==> src/rtl/rr_sel_arbiter_pkg.sv <==
// Shared widths and state encoding for the
// round-robin select arbiter ahead of the pr_en mux.
package rr_sel_arbiter_pkg;

  localparam int PR_EN_SEL_W = 2;
  localparam int PR_EN_NREQ  = 4;
  localparam int CNT_W       = 8;

  typedef enum logic {
    ST_IDLE  = 1'b0,
    ST_GRANT = 1'b1
  } state_t;

endpackage

==> src/rtl/rr_sel_arbiter_pick4.sv <==
// Rotating 4-way priority pick: search last+1..last+4,
// so the previous owner has the lowest priority.
module rr_pick4
  import rr_sel_arbiter_pkg::*;
(
  input  logic [PR_EN_NREQ-1:0]  req,
  input  logic [PR_EN_SEL_W-1:0] last,
  output logic [PR_EN_SEL_W-1:0] pick,
  output logic                   any
);

  // first asserted request after last, wrapping mod 4
  always_comb begin
    logic [PR_EN_SEL_W-1:0] idx;
    pick = last;
    any  = 1'b0;
    idx  = last;
    for (int k = 1; k <= PR_EN_NREQ; k++) begin
      idx = last + PR_EN_SEL_W'(k);
      if (!any && req[idx]) begin
        any  = 1'b1;
        pick = idx;
      end
    end
  end

endmodule

==> src/rtl/rr_sel_arbiter.sv <==
// Round-robin arbiter generating pr_en.sel plus a
// valid/ready handshake with bounded bursts per grant.
module rr_sel_arbiter
  import rr_sel_arbiter_pkg::*;
#(
  parameter int MAX_BURST = 4
) (
  input  logic                   clk,
  input  logic                   rst,
  input  logic [PR_EN_NREQ-1:0]  req,
  input  logic                   out_ready,
  output logic [PR_EN_SEL_W-1:0] sel,
  output logic                   out_valid,
  output logic [PR_EN_NREQ-1:0]  ack,
  output logic                   busy
);

  localparam logic [CNT_W-1:0] LAST_BEAT =
    CNT_W'(MAX_BURST - 1);

  state_t                 state, state_nx;
  logic [PR_EN_SEL_W-1:0] sel_nx;
  logic [CNT_W-1:0]       cnt, cnt_nx;
  logic [PR_EN_SEL_W-1:0] pick;
  logic                   any;
  logic                   xfer;
  logic                   rel;

  rr_pick4 u_pick (
    .req  (req),
    .last (sel),
    .pick (pick),
    .any  (any)
  );

  // handshake outputs; reset cycle never acknowledges
  always_comb begin
    out_valid = (state == ST_GRANT) & req[sel];
    xfer      = out_valid & out_ready & ~rst;
    ack       = xfer ? (PR_EN_NREQ'(1) << sel) : '0;
    busy      = (state == ST_GRANT);
    rel       = ~req[sel] |
                (xfer & (cnt == LAST_BEAT));
  end

  // next-state: grant, burst count and rotation
  always_comb begin
    state_nx = state;
    sel_nx   = sel;
    cnt_nx   = cnt;
    unique case (state)
      ST_IDLE: begin
        if (any) begin
          sel_nx   = pick;
          cnt_nx   = '0;
          state_nx = ST_GRANT;
        end
      end
      ST_GRANT: begin
        if (rel) begin
          if (any) begin
            sel_nx = pick;
            cnt_nx = '0;
          end else begin
            state_nx = ST_IDLE;
          end
        end else if (xfer) begin
          cnt_nx = cnt + 1'b1;
        end
      end
      default: state_nx = ST_IDLE;
    endcase
  end

  // state register with synchronous reset
  always_ff @(posedge clk) begin
    if (rst) begin
      state <= ST_IDLE;
      sel   <= 2'd3;
      cnt   <= '0;
    end else begin
      state <= state_nx;
      sel   <= sel_nx;
      cnt   <= cnt_nx;
    end
  end

endmodule

==> config.mk <==
export PLATFORM = sky130hd
export DESIGN_NAME = rr_sel_arbiter
export DESIGN_NICKNAME = d
export VERILOG_FILES = /design/src/rtl/rr_sel_arbiter_pkg.sv /design/src/rtl/rr_sel_arbiter_pick4.sv /design/src/rtl/rr_sel_arbiter.sv
export SDC_FILE = /design/constraint.sdc
export NUM_CORES = 1
export LEC_CHECK = 0
export ABC_CLOCK_PERIOD_IN_PS = 2490
export CAP_MARGIN = 20
export CORE_AREA = 2 2 47 49
export DETAILED_ROUTE_END_ITERATION = 8
export DIE_AREA = 0 0 49 51
export PLACE_DENSITY = 0.71
export SLEW_MARGIN = 25
export SYNTH_ARGS = -nofsm -noshare
export SYNTH_HDL_FRONTEND = slang
export SYNTH_HIERARCHICAL = 1
export SYNTH_SLANG_ARGS = --single-unit
==> constraint.sdc <==
create_clock -name clk -period 2.49 [get_ports clk]
set_input_delay 0.3735 -clock clk [delete_from_list [all_inputs] [get_ports clk]]
set_output_delay 0.3735 -clock clk [all_outputs]
set_load 0.05 [all_outputs]
==> reports/summary.log <==
INFO  timing         timing.final.crit_period=2.25ns
INFO  synthesis      ys_seq_elements=11
INFO  synthesis      synth.largest_area_cell=sky130_fd_sc_hd__dfxtp_1
INFO  drt            routed-via-count=797
INFO  die            fp.dieArea=2500squm
INFO  layout         postLayoutCellArea=997squm
INFO  worst_setup_path cp_data_required_time=2.12ns
INFO  synthesis      post_synth_xor_area_fraction=0%
INFO  synthesis      synth_top_flop_cell=sky130_fd_sc_hd__dfxtp_1
INFO  grt            grt_overflow_total=0
INFO  synthesis      synth-adder-area-share=1.67%
INFO  clock_network  tritoncts=built
INFO  timing         post-route-period-util=90.4%
INFO  die            die_x=49um
INFO  worst_hold_path hold_path_depth=2
INFO  synthesis      synth_area_per_cell=7.49squm
INFO  grt            grt_start_max_net_pins=16
INFO  die            placementRows=17
INFO  clock_network  clk_pin_slew=0.06ns
INFO  placement      hpwlAfterDp=1350um
INFO  die            boundaryPins=15
INFO  die            start_util=36.3%
INFO  layout         final_net_count=124
INFO  timing         setup_repair_after_global_routing_missed_its_margin=false
INFO  synthesis      yosysMostFrequentCell=sky130_fd_sc_hd__nor2_1
INFO  placement      globalplace.congestion=0.882
INFO  placement      port_buffer_count=14
INFO  grt            grt_util_all_layers=16.4%
INFO  synthesis      yosys.area_share.simple=35.1%
INFO  layout         n_antenna_cell=0
INFO  pwr            power.ir.vdd_worst=0.323mV
INFO  pwr            cellLeakagePower=0.383nW
INFO  placement      dpl_worst_slack=0.252ns
INFO  clock_network  cts-hold-fix-buffers=0
INFO  layout         final_instance_count_excl_fillers=143
INFO  grt            grt_first_pass_wirelength=3160um
INFO  clock_network  h_tree_depth=1
INFO  worst_hold_path hp-class=flip-flop to flip-flop
INFO  synthesis      ys_seq_area_share=29.4%
INFO  outcome        status=complete, no violations
INFO  clock_network  post_cts.resized_instances=0
INFO  synthesis      synth-compound-area-share=23.0%
INFO  timing         post-route-worst-setup-slack=0.238ns
INFO  synthesis      synth_cell_type_count=38
INFO  timing         max_slew_margin=66.5%
INFO  layout         syn_to_final_growth=33.1%
INFO  worst_setup_path critical_path_arrival=1.88ns
INFO  synthesis      edff_count_synth=0
INFO  placement      placed_cell_area=970squm
INFO  timing         final_number_of_setup_violating_endpoints=0
INFO  layout         layout-drive-gt1-share=17.4%
INFO  drt            drt_pre_antenna_iters=4
INFO  worst_setup_path crit_path_max_fanout=12
INFO  timing         timing.fmax=444MHz
INFO  timing         finalHoldViolations=0
INFO  worst_setup_path crit_path_end_kind=output port
INFO  synthesis      synth_largest_type_area_fraction=29.4%
INFO  synthesis      post_synth_instance_area=749squm
INFO  timing         timing_worst_slew_pin_value=0.501ns
INFO  clock_network  post-cts-setup-buffers=0
INFO  synthesis      synthArstFlopShare=0%
INFO  clock_network  numCtsBuffers=3
INFO  drt            finalWirelength=1860um
INFO  drt            drt_drc_violations_left=0
INFO  worst_setup_path worst-setup-path-type=input pin to output port
INFO  grt            grt_pass1_vias=727
INFO  drt            routed_wire_length_per_instance=13.0um
INFO  synthesis      synthesis.yosys.warnings=6
INFO  layout         fin_util=48.3%
INFO  pwr            power_density=522nW/um^2
INFO  die            die_y=51um
INFO  synthesis      syn-num-nets=108
INFO  clock_network  ctsRootBufferMaster=sky130_fd_sc_hd__clkbuf_4
INFO  clock_network  clk-insertion-delay-late=0.27ns
INFO  drt            antenna_violating_nets_post_route=0
INFO  flow_run       cap_viol_max_count=0
INFO  timing         setup_tns=0ns
INFO  synthesis      post_synth_mux_area_share=4.01%
INFO  drt            initialDrtViolationCount=18
INFO  placement      dp_cells=139
INFO  clock_network  clkSinkCount=11
INFO  timing         timing.final.max_slew_violations=0
INFO  drt            vias_per_cell=5.57
INFO  die            placeableCoreArea=2060squm
INFO  timing         fin_worst_skew=0.000379ns
INFO  synthesis      combinational_family_with_the_most_area_after_synthesis=simple AND/OR/NAND/NOR gates
INFO  worst_setup_path rr_worst_depth=6
INFO  worst_setup_path crit_path_start_kind=input pin
INFO  grt            grt_antenna_before_repair=0
INFO  synthesis      synthTopCellsByCount=sky130_fd_sc_hd__nor2_1 (12), sky130_fd_sc_hd__dfxtp_1 (11), sky130_fd_sc_hd__a21oi_1 (10)
INFO  clock_network  cts.path.max_buffers=2
INFO  synthesis      post_synth_inst_count=100
INFO  synthesis      synth.top_cells.by_area=sky130_fd_sc_hd__dfxtp_1 (29%), sky130_fd_sc_hd__a21oi_1 (6.7%), sky130_fd_sc_hd__nor2_1 (6.0%)
[state kept, by name, indices dropped and copies added (netlist names)]
register	flops
cnt	8
sel	2
busy	1
[path summary, 6_finish.rpt]
check	startpoint	to	slack, ns
worst max-delay path	req[0]	out_valid	0.24
worst min register to register	cnt[1]	cnt[1]	0.50
worst max register to register	sel[1]	cnt[3]	0.54
worst min-delay path	cnt[1]	cnt[1]	0.50
[cell usage in the layout, fill, tap and decap left out, drive strengths merged, types with 4 or more instances in the layout]
cell	n
a21oi	10
nor3	7
clkdlybuf4s50	9
nand3	4
o21ai	8
nand2	4
clkbuf	4
buf	7
inv	4
a211oi	4
dfxtp	11
nor2	12
[per-stage QoR]
step                power [W]  hold WS (ns)
floorplan            0.000343         0.453
global placement     0.000396         0.482
detailed placement   0.000401         0.485
CTS                  0.000524         0.500
global route         0.000551         0.523
finish               0.000520         0.498
[final cells by class]
type,count,area (sq um)
clock buffer,4,26.3
fill,210,1070
inverter,4,15.0
multi-input combinational,80,494
sequential,11,221
tap,28,35.0
timing repair buffer,16,205
[critical path, stage by stage]
cell and delay [ns]:
sky130_fd_sc_hd__clkdlybuf4s50_1 0.48, sky130_fd_sc_hd__mux2i_1 0.33, sky130_fd_sc_hd__o22a_2 0.32, sky130_fd_sc_hd__inv_1 0.18, sky130_fd_sc_hd__buf_12 0.19
[kinds of logic (layout without fill, tap and decap cells)]
family | count (synthesis) | after routing
simple gates | 48 | 48
mux | 3 | 3
compound gates | 28 | 28
fa+ha+maj | 1 | 1
buf+inv | 9 | 24
flops | 11 | 11
[power by group]
part / internal [W] / leakage (nW) / switching (W)
Clock: 0.0000622 / 0.0150 / 0.0000590
Sequential: 0.000186 / 0.0893 / 0.0000221
Combinational: 0.0000781 / 0.278 / 0.000113
Total: 0.000326 / 0.383 / 0.000194
[layer usage]
layer | GRT usage, % | share of wire (%)
met4 | 9.52 | 2.0
met1 | 17.8 | 42
met2 | 29.5 | 51
met3 | 3.51 | 4.7
met5 | 0 | 0
Note: power is estimated with default switching activity, not from simulation.
